<file path="src/rtl/pic_pkg.sv">
// Shared PIC constants: default channel/synchroniser sizing and the ICW1 LTIM
// trigger-mode encodings also used by the control-word decoder.
package pic_pkg;

    localparam int PIC_NUM_IRQ     = 8;
    localparam int PIC_SYNC_STAGES = 2;

    localparam logic TRIG_EDGE  = 1'b0;
    localparam logic TRIG_LEVEL = 1'b1;

endpackage

</file>
<file path="src/rtl/irq_sync.sv">
// Single-line multi-flop synchroniser bringing an asynchronous IR line into
// the clk domain; q is the last stage.
module irq_sync #(
    parameter int STAGES = 2
) (
    input  logic clk,
    input  logic rst,
    input  logic d,
    output logic q
);

    logic [STAGES-1:0] chain;

    generate
        if (STAGES == 1) begin : g_one
            always_ff @(posedge clk or posedge rst) begin
                if (rst) chain <= '0;
                else     chain <= d;
            end
        end else begin : g_multi
            always_ff @(posedge clk or posedge rst) begin
                if (rst) chain <= '0;
                else     chain <= {chain[STAGES-2:0], d};
            end
        end
    endgenerate

    assign q = chain[STAGES-1];

endmodule

</file>
<file path="src/rtl/irq_request_reg.sv">
// Clocked 8259-style Interrupt Request Register: synchronised IR lines, edge or
// level triggering, INTA freeze window, per-bit acknowledge clear, priority summary.
module irq_request_reg
    import pic_pkg::*;
#(
    parameter int NUM_IRQ     = PIC_NUM_IRQ,
    parameter int SYNC_STAGES = PIC_SYNC_STAGES,
    parameter int IDX_W       = $clog2(NUM_IRQ)
) (
    input  logic               clk,
    input  logic               rst,
    input  logic [NUM_IRQ-1:0] interrupt_requests,
    input  logic               ltim,
    input  logic               freeze,
    input  logic [NUM_IRQ-1:0] clear_irr,
    output logic [NUM_IRQ-1:0] irr_out,
    output logic               irr_any,
    output logic [IDX_W-1:0]   irr_highest
);

    localparam int SETTLE_W = $clog2(SYNC_STAGES + 1);

    logic [NUM_IRQ-1:0]  sync;
    logic [NUM_IRQ-1:0]  arm;
    logic [NUM_IRQ-1:0]  arm_next;
    logic [NUM_IRQ-1:0]  irr_next;
    logic [NUM_IRQ-1:0]  set_vec;
    logic                ltim_q;
    logic                mode_change;
    logic [SETTLE_W-1:0] settle;
    logic                primed;

    generate
        for (genvar g = 0; g < NUM_IRQ; g++) begin : g_sync
            irq_sync #(
                .STAGES (SYNC_STAGES)
            ) u_sync (
                .clk (clk),
                .rst (rst),
                .d   (interrupt_requests[g]),
                .q   (sync[g])
            );
        end
    endgenerate

    // The synchroniser outputs still hold reset zeros for SYNC_STAGES cycles after
    // release; arming on them would turn a line held high through reset into an edge.
    assign primed      = (settle == SETTLE_W'(SYNC_STAGES));
    assign mode_change = (ltim != ltim_q);
    assign set_vec     = {NUM_IRQ{~freeze}} & sync & arm;

    always_comb begin
        arm_next = arm;
        irr_next = irr_out;
        if (mode_change) begin
            arm_next = '0;
        end else if (ltim == TRIG_LEVEL) begin
            arm_next = '0;
            irr_next = freeze ? (irr_out & ~clear_irr) : (sync & ~clear_irr);
        end else begin
            arm_next = primed ? ((arm & ~set_vec) | ~sync) : '0;
            irr_next = (irr_out | set_vec) & ~clear_irr;
        end
    end

    always_ff @(posedge clk or posedge rst) begin
        if (rst) begin
            irr_out <= '0;
            arm     <= '0;
            ltim_q  <= TRIG_EDGE;
            settle  <= '0;
        end else begin
            irr_out <= irr_next;
            arm     <= arm_next;
            ltim_q  <= ltim;
            if (!primed) settle <= settle + SETTLE_W'(1);
        end
    end

    assign irr_any = |irr_out;

    always_comb begin
        irr_highest = '0;
        for (int i = NUM_IRQ - 1; i >= 0; i--) begin
            if (irr_out[i]) irr_highest = IDX_W'(i);
        end
    end

endmodule
</file>
<file path="config.mk">
export PLATFORM = sky130hd
export DESIGN_NAME = irq_request_reg
export DESIGN_NICKNAME = d
export VERILOG_FILES = /design/src/rtl/pic_pkg.sv /design/src/rtl/irq_sync.sv /design/src/rtl/irq_request_reg.sv
export SDC_FILE = /design/constraint.sdc
export NUM_CORES = 1
export LEC_CHECK = 0
export ABC_AREA = 0
export CORE_ASPECT_RATIO = 1.25
export CORE_UTILIZATION = 46
export CTS_CLUSTER_SIZE = 30
export DETAILED_ROUTE_END_ITERATION = 10
export HOLD_SLACK_MARGIN = 0.02
export PLACE_DENSITY = 0.83
export SYNTH_ARGS = -nofsm -noshare
export SYNTH_HDL_FRONTEND = slang
export SYNTH_SLANG_ARGS = --single-unit
</file>
<file path="constraint.sdc">
create_clock -name clk -period 2.6 [get_ports clk]
set_input_delay 0.52 -clock clk [delete_from_list [all_inputs] [get_ports clk]]
set_output_delay 0.52 -clock clk [all_outputs]
set_load 0.005 [all_outputs]
</file>
==> reports/metrics.yaml <==
clockBufferDepth: 2
vias: 1008
hold_viol: 0
place.gp.congestion: 0.836
cts_hold_buffers: 0
grt.overflow.total: 0
rsz0062_at_grt: "false"
layout-drive-gt1-share_pct: 6.92
final_cell_mix: "dfrtp_1 (35), clkdlybuf4s50_1 (31), nand2_1 (19), a21oi_1 (16), nor2_1 (11)"
fin_crit_ps: 2330
slew_headroom_pct: 50.7
arrival_ps: 1810
cp-start-kind: "flip-flop"
ys_seq_area_share_pct: 63.2
drc: 0
cpPeakStageDelay_ps: 550
worst-path-buf-inv: 1
syn_inst: 123
crit_path_max_fanout: 5
io_buffers: 31
grt_pass1_vias: 1020
numCtsBuffers: 5
fin_tns_setup_ps: 0
netlist_area_um2: 1390
io_pins: 32
cp-end-kind: "output port"
critPathTopFamily: "buffers and inverters"
crit_required_ps: 2080
power_density_nw_per_um2: 610
power_uw: 1090
grt_max_degree: 36
worst_pin_slew_ps: 737
slew_viol_final: 0
start_util_pct: 50.2
wl_mm: 2.55
root_buffer: "clkbuf_4"
cts_htree_levels: 2
cts_resized: 0
tritoncts: "yes"
postSynthAreaPerCell_um2: 11.3
routedWlPerCell_um: 13.2
max_freq_mhz: 430
grtUsageTotal_pct: 19.4
syn2layout_area_growth_pct: 28.6
drtAntennaViolNets: 0
insertedDiodeCount: 0
dp_hpwl_mm: 1.81
final_common_cell: "dfrtp_1"
skew_ps: 7.11
core_area_um2: 2760
fin_area_um2: 1780
dr.first_iter.drc_count: 35
grt_pass1_wl_mm: 4.55
status: "complete, no violations"
synth_seq_cells: 35
leakage_uw: 0.000749
finalSetupViolCount: 0
post_dp_cell_area_um2: 1710
hp-class: "flip-flop to flip-flop"
via_per_inst: 5.22
dieArea_um2: 3240
placementRows: 21
netlist.area_leader.share_pct: 63.2
vdd_drop_max_mv: 0.488
die_y_um: 63.4
yosys.area.top_type: "dfrtp_1"
crit_slowest_cell: "clkdlybuf4s50_1"
drt_pass1_iterations: 4
min_period_over_period_pct: 89.5
synthTopCellsByArea: "dfrtp_1 (63%), a21oi_1 (5.8%), nand2_1 (5.1%), o2bb2ai_1 (5.1%), nor2_1 (3.0%)"
post_cts_buffers: 0
yosys_warnings: 0
crit_chain: "nor2b_1, o21bai_1, a221oi_1, clkdlybuf4s50_1"
clk_pin_slew_ps: 100
die_x_um: 51.1
numClockSinks: 35
antenna_found_initial: 0
insertion_delay_ps: 330
drv_cap: 0
synthDistinctLibCells: 23
finalNetCount: 179
synthesis.nets: 144
crit_type: "flip-flop to output port"
==> flip-flops by register name, summed over array words and instances (netlist names) <==
| signal | cells |
|---|---|
| arm | 8 |
| g_sync.u_sync.chain | 16 |
| ltim_q | 1 |
| irr_out | 8 |
| settle | 2 |
==> path summary, 6_finish.rpt <==
kind	depth (start not counted)	slack, ps	endpoint	from
max in group asynchronous	3	1730	g_sync[4].u_sync.chain[1]	rst
min in group asynchronous	3	570	g_sync[3].u_sync.chain[1]	rst
min reg2reg	0	350	g_sync[3].u_sync.chain[1]	g_sync[3].u_sync.chain[0]
max	4	270	irr_highest[0]	irr_out[7]
min	0	350	g_sync[3].u_sync.chain[1]	g_sync[3].u_sync.chain[0]
max reg2reg	3	1250	irr_out[0]	ltim_q
==> cells in the mapped netlist, drive strengths merged <==
library cell,n
o21bai,1
nand2b,4
nor4,2
a2bb2oi,3
xnor2,2
buf,4
nor2b,2
and2,1
o21ai,2
a22oi,4
a211oi,1
nand2,20
o2bb2ai,8
nor2,12
inv,3
o22ai,1
dfrtp,35
a21oi,16
ha,1
a221oi,1
==> stage by stage <==
stage          cells  utilization [%]  hold WS (ps)  worst slack (ps)
4_1_cts          193             64.6           354               246
3_5_place_dp     185             62.1           335               622
3_3_place_gp     185             62.1           331               678
5_1_grt          193             64.6           366               105
6_report         193             64.6           347               273
2_1_floorplan    123                -           331              1180
==> cells by family after synthesis <==
logic type / Yosys count / share of synthesized area (%)
compound gates: 37 / 17.8
xor+xnor: 2 / 1.26
fa+ha+maj: 1 / 0.903
buf+inv: 7 / 3.16
flops: 35 / 63.2
simple gates: 41 / 13.6
==> final cells by class <==
type / count / area (um^2)
clock buffers: 8 / 68.8
fillers: 231 / 977
inverters: 3 / 11.3
multi-input cells: 81 / 465
flip-flops and latches: 35 / 876
well taps: 34 / 42.5
repair buffers: 32 / 318
==> power by group <==
group,total (uW),internal (uW),switching [uW],leakage (uW)
clock,325,159,166,0.0000386
combinational,168,99.1,68.9,0.000274
sequential,593,572,21.7,0.000437
total,1090,830,257,0.000749
==> metal layers <==
layer	vias to the layer above	part of all wire (%)	track usage [%]
met3	4	5.8	5.80
met4	0	1.7	8.33
met5	-	0	0
met1	466	41	23.5
met2	41	51	31.4
li1	497	-	-
Power figures use the tool's default switching activity.
